`config.mk`:
```
export PLATFORM = sky130hd
export DESIGN_NAME = jtag_hold_arbiter
export DESIGN_NICKNAME = d
export VERILOG_FILES = /design/src/rtl/jtag_hold_arbiter.sv
export SDC_FILE = /design/constraint.sdc
export NUM_CORES = 1
export LEC_CHECK = 0
export BUFFER_PORTS_ARGS = -buffer_cell sky130_fd_sc_hd__buf_2
export CORE_MARGIN = 5
export CORE_UTILIZATION = 27
export DETAILED_ROUTE_END_ITERATION = 12
export MAX_ROUTING_LAYER = met4
export PLACE_DENSITY = 0.63
export SLEW_MARGIN = 20
export SYNTH_ARGS = -nofsm -noshare
export SYNTH_HDL_FRONTEND = slang
export SYNTH_SLANG_ARGS = --single-unit
```
`constraint.sdc`:
```
create_clock -name clk24 -period 1.49 [get_ports clk24]
set_input_delay 0.149 -clock clk24 [delete_from_list [all_inputs] [get_ports clk24]]
set_output_delay 0.149 -clock clk24 [all_outputs]
set_load 0.01 [all_outputs]
```
`src/rtl/jtag_hold_arbiter.sv`:
```
// Hands the shared SRAM to the JTAG bridge through HOLD/HLDA. The CPU is drained
// first, and level write requests from the bridge become timed WE pulses.
module jtag_hold_arbiter #(
    parameter int WE_PULSE = 2,
    parameter int GUARD    = 1
) (
    input  logic        clk24,
    input  logic        reset,
    input  logic        iHOLD,
    output logic        oHLDA,
    input  logic        iCPU_BUSY,
    output logic        oCPU_STALL,
    input  logic [17:0] iCPU_ADDR,
    input  logic [15:0] iCPU_DATA,
    input  logic        iCPU_WE_N,
    input  logic        iCPU_OE_N,
    output logic [15:0] oCPU_DATA,
    input  logic [17:0] iJTAG_ADDR,
    input  logic [15:0] iJTAG_DATA,
    input  logic        iJTAG_WR_N,
    input  logic        iJTAG_SELECT,
    output logic [15:0] oJTAG_DATA_TO_HOST,
    output logic [17:0] oSRAM_ADDR,
    output logic [15:0] oSRAM_DQ_OUT,
    output logic        oSRAM_DQ_OE,
    output logic        oSRAM_WE_N,
    output logic        oSRAM_OE_N,
    input  logic [15:0] iSRAM_DQ_IN
);

    typedef enum logic [2:0] {
        IDLE, DRAIN, GRANT, WR_SETUP, WR_PULSE, WR_HOLD, RELEASE
    } state_t;

    localparam logic [3:0] PULSE_LAST = 4'(WE_PULSE - 1);
    // RELEASE always lasts at least one cycle, even with no guard time.
    localparam logic [3:0] GUARD_LAST = (GUARD > 1) ? 4'(GUARD - 1) : 4'd0;

    state_t      state, state_next;
    logic [3:0]  cnt, cnt_next;
    logic        owner, owner_next;
    logic        hlda, stall, stall_next;
    logic        wr_n_prev, wr_fall, latch_en;
    logic [17:0] lat_addr;
    logic [15:0] lat_data;
    logic [15:0] host_data;

    assign wr_fall = wr_n_prev & ~iJTAG_WR_N;

    always_comb begin
        state_next = state;
        cnt_next   = cnt;
        latch_en   = 1'b0;
        case (state)
            IDLE: begin
                if (iHOLD) state_next = DRAIN;
            end
            DRAIN: begin
                // A withdrawn request wins so that HLDA never rises for it.
                if (!iHOLD) begin
                    state_next = RELEASE;
                    cnt_next   = GUARD_LAST;
                end else if (!iCPU_BUSY) begin
                    state_next = GRANT;
                end
            end
            GRANT: begin
                if (!iHOLD) begin
                    state_next = RELEASE;
                    cnt_next   = GUARD_LAST;
                end else if (wr_fall && iJTAG_SELECT) begin
                    state_next = WR_SETUP;
                    latch_en   = 1'b1;
                end
            end
            WR_SETUP: begin
                state_next = WR_PULSE;
                cnt_next   = PULSE_LAST;
            end
            WR_PULSE: begin
                if (cnt == 4'd0) state_next = WR_HOLD;
                else             cnt_next   = cnt - 4'd1;
            end
            WR_HOLD: begin
                state_next = GRANT;
            end
            RELEASE: begin
                if (cnt == 4'd0) state_next = IDLE;
                else             cnt_next   = cnt - 4'd1;
            end
            default: begin
                state_next = IDLE;
            end
        endcase
    end

    assign owner_next = (state_next == GRANT) || (state_next == WR_SETUP) ||
                        (state_next == WR_PULSE) || (state_next == WR_HOLD);
    assign stall_next = (state_next != IDLE);

    always_ff @(posedge clk24) begin
        if (reset) begin
            state     <= IDLE;
            cnt       <= 4'd0;
            owner     <= 1'b0;
            hlda      <= 1'b0;
            stall     <= 1'b0;
            wr_n_prev <= 1'b1;
            lat_addr  <= 18'd0;
            lat_data  <= 16'd0;
            host_data <= 16'd0;
        end else begin
            state     <= state_next;
            cnt       <= cnt_next;
            owner     <= owner_next;
            hlda      <= owner_next;
            stall     <= stall_next;
            wr_n_prev <= iJTAG_WR_N;
            if (latch_en) begin
                lat_addr <= iJTAG_ADDR;
                lat_data <= iJTAG_DATA;
            end
            if (state == GRANT) host_data <= iSRAM_DQ_IN;
        end
    end

    // The registered owner bit, not the state, picks the SRAM side, so the
    // mux only flips on edges where WE_N is already high.
    always_comb begin
        oSRAM_ADDR   = iCPU_ADDR;
        oSRAM_DQ_OUT = iCPU_DATA;
        oSRAM_WE_N   = iCPU_WE_N;
        oSRAM_OE_N   = iCPU_OE_N;
        oSRAM_DQ_OE  = ~iCPU_WE_N;
        if (owner) begin
            if (state == GRANT) begin
                oSRAM_ADDR   = iJTAG_ADDR;
                oSRAM_DQ_OUT = lat_data;
                oSRAM_WE_N   = 1'b1;
                oSRAM_OE_N   = 1'b0;
                oSRAM_DQ_OE  = 1'b0;
            end else begin
                oSRAM_ADDR   = lat_addr;
                oSRAM_DQ_OUT = lat_data;
                oSRAM_WE_N   = (state != WR_PULSE);
                oSRAM_OE_N   = 1'b1;
                oSRAM_DQ_OE  = 1'b1;
            end
        end
    end

    assign oHLDA              = hlda;
    assign oCPU_STALL         = stall;
    assign oCPU_DATA          = iSRAM_DQ_IN;
    assign oJTAG_DATA_TO_HOST = host_data;

endmodule
```
==> summary.txt <==
Status
  – Outcome: finished with violations
  – Failing checks: setup timing

Logic synthesis
  – Synth Flop Type: dfxtp_1
  – Post-synth EDFFs: 0
  – Post-synthesis cell type count: 36
  – YS warnings: 0
  – Post-synth ARST share: 0
  – Syn avg cell area: 7.42 µm²
  – Post-synthesis sequential area ratio: 0.394
  – Syn Nets: 505
  – Flops & latches, synth: 60
  – Mapped Cells: 411
  – Synthesized area: 3050 µm²

Floorplanning
  – Die width: 116 µm
  – Row cnt: 38
  – Die footprint: 13500 µm²
  – Die H: 116 µm
  – Starting density of the core: 0.279
  – Boundary Pins: 163
  – Core footprint: 10900 µm²

Drt
  – Routed WL: 10900 µm
  – Initial DRT Pass Iterations: 5
  – Routed len/inst: 14.7 µm
  – Post-route DRC: 0
  – Antenna-violating nets left: 0
  – Vias: 3488
  – Post-DR vias/cell: 4.72
  – DRT iter0 DRCs: 126

Global routing
  – Initial antenna violation count: 1
  – First-pass GRT wire length: 15900 µm
  – Overflow after GRT: 0
  – Global-route usage over all layers: 0.151
  – Vias in the first global route: 3398
  – Largest net degree at the start of global routing: 26

Min path
  – Worst Hold End: wr_n_prev
  – Hold path depth: 2
  – Min-delay worst type: in -> reg
  – Hold Crit Start: iJTAG_WR_N

Cells and area
  – Final Core Density: 0.494
  – Layout overhead on the synthesized area: 77.2%
  – Share of layout cells above drive strength 1: 0.602
  – Final net count: 687
  – Post-Layout Cell Count: 739
  – Post-route cell area: 5410 µm²
  – Fill count: 1017

Clock tree
  – # H-tree levels: 3
  – CTS Root Cell: clkbuf_16
  – Clk Latency, worst-skew pair: 0.32 ns
  – Clock Sinks: 60
  – CTS Buffer Depth: 2
  – Total CTS buffers: 9
  – CTS tree: done
  – Clock Pin Slew Worst Setup and Hold Paths: 0.06 ns

Worst setup path
  – Worst reg2reg path depth: 7
  – Crit Path Max Fanout: 5
  – CP Launch Type: flop
  – CP arrival: 1.52 ns
  – R2r setup slk: -0.14 ns
  – Endpoint class of the critical path: output pin
  – Setup CP Type: reg -> out
  – Reg2Reg Launch Point: state[0]
  – Critical Path RT: 1.34 ns
  – Crit Reg-Reg Endpoint: lat_data[7]

STA
  – Clock Skew: 0.00661 ns
  – Slew @ Worst Pin: 0.560 ns
  – Relative slew slack: 0.627
  – Final Cycle Share: 1.12
  – Max Slew Vio Count: 0
  – Setup Viol. Count Final: 71
  – Fmax: 600 MHz
  – RSZ-0062 raised after global routing: true
  – Tmin final: 1.67 ns
  – Final hold viol count: 0
  – Setup WS post-layout: -0.178 ns

Power and ir drop
  – Power Dens Cells: 1390 nW/µm²
  – Total power: 0.00749 W
  – Leak Pwr: 2.38 nW
  – Peak supply drop: 0.744 mV

Placed design
  – Dpl ws: 0.0218 ns
  – DP Area: 3980 µm²
  – Placed cell count: 690
  – PortBufs: 162
  – RePlAce Congestion: 0.835
  – Detailed placement HPWL: 6760 µm

Run
  – Max cap viols: 0
==> what timing repair did <==
action	CTS	global route
cloned	6	4
hold buffers	0	0
pin swaps	11	64
setup endpoints to repair	37	83
gates resized for setup	76	125
setup buffers	17	9
==> worst max-delay path by stage <==
stage	startpoint	to	slack, ns	cells after the start
global placement	state[2]	lat_addr[8]	0.03	5
floorplan	state[2]	oSRAM_ADDR[10]	0.06	6
detailed placement	cnt[1]	oHLDA	0.02	6
global route	state[0]	oSRAM_ADDR[17]	-0.26	7
finish	state[0]	oSRAM_ADDR[5]	-0.18	6
CTS	state[0]	oSRAM_ADDR[13]	-0.19	7
==> placed cells by master (no fill, tap or decap), types with 9 or more instances in the layout <==
cell,instances
nand2_4,21
nand2_2,23
a31oi_1,18
buf_2,146
buf_6,32
buf_4,24
a21oi_1,28
nand2_1,94
mux2_4,16
buf_12,9
dfxtp_1,55
a21oi_2,33
clkbuf_16,12
nor2_1,24
==> state kept, by name, summed over array words and instances, names as in the netlist <==
name / flops
lat_data: 16
oJTAG_DATA_TO_HOST: 16
lat_addr: 18
cnt: 4
state: 3
oHLDA: 1
oCPU_STALL: 1
wr_n_prev: 1
==> power breakdown <==
group	leakage (nW)	switching, W	internal [W]
Combinational	1.76	0.00176	0.00194
Clock	0.132	0.000753	0.00117
Sequential	0.488	0.0000967	0.00177
Total	2.38	0.00261	0.00487
==> area by class of cell <==
type,count,area (µm²),share of cell area
Inverter,6,25.0,0.00463
Antenna cell,1,2.50,0.000463
Timing Repair Buffer,218,1630,0.301
Sequential cell,60,1210,0.224
Clock buffer,11,243,0.0449
Tap cell,140,175,0.0324
Multi-Input combinational cell,298,2080,0.385
Clock inverter,5,37.5,0.00694
==> cell families after synthesis <==
group	count (synthesis)	share of synthesized area
AOI/OAI and AO/OA	93	0.172
adders and majority gates	2	0.00820
buffers and inverters	53	0.101
DFF	60	0.394
muxes	19	0.0693
and+or+nand+nor	184	0.255
==> cells in the mapped netlist (all sizes together), types with 3 or more instances <==
| master | instances | area [µm²] |
|---|---|---|
| a31oi | 20 | 125 |
| mux2 | 17 | 191 |
| nand2 | 138 | 518 |
| dfxtp | 60 | 1200 |
| nor2 | 27 | 101 |
| inv | 6 | 22.5 |
| nand3 | 3 | 20.0 |
| clkbuf | 13 | 48.8 |
| a21oi | 61 | 305 |
| nor2b | 3 | 18.8 |
| buf | 34 | 238 |
==> layer usage <==
layer,wire length [µm],vias to the layer above,GRT usage
met1,4520,1634,0.177
met5,0,-,-
met2,5560,115,0.258
met4,126,0,0.0449
li1,-,1728,-
met3,695,11,0.0352
==> worst max-delay path, cell delays in order (launching register included) <==
cell,delay [ns]
dfxtp_2,0.34
nor3b_4,0.24
buf_4,0.16
buf_6,0.11
nand2_2,0.05
a31oi_1,0.15
buf_2,0.15
==> metrics by stage <==
step                      hold slack (ns)  setup TNS (ns)
after floorplan                     0.256               0
after global placement              0.356               0
after detailed placement            0.358               0
after CTS                          0.0160           -4.43
after global routing               0.0169          -12.50
final                              0.0280           -7.03
Power figures use the tool's default switching activity.
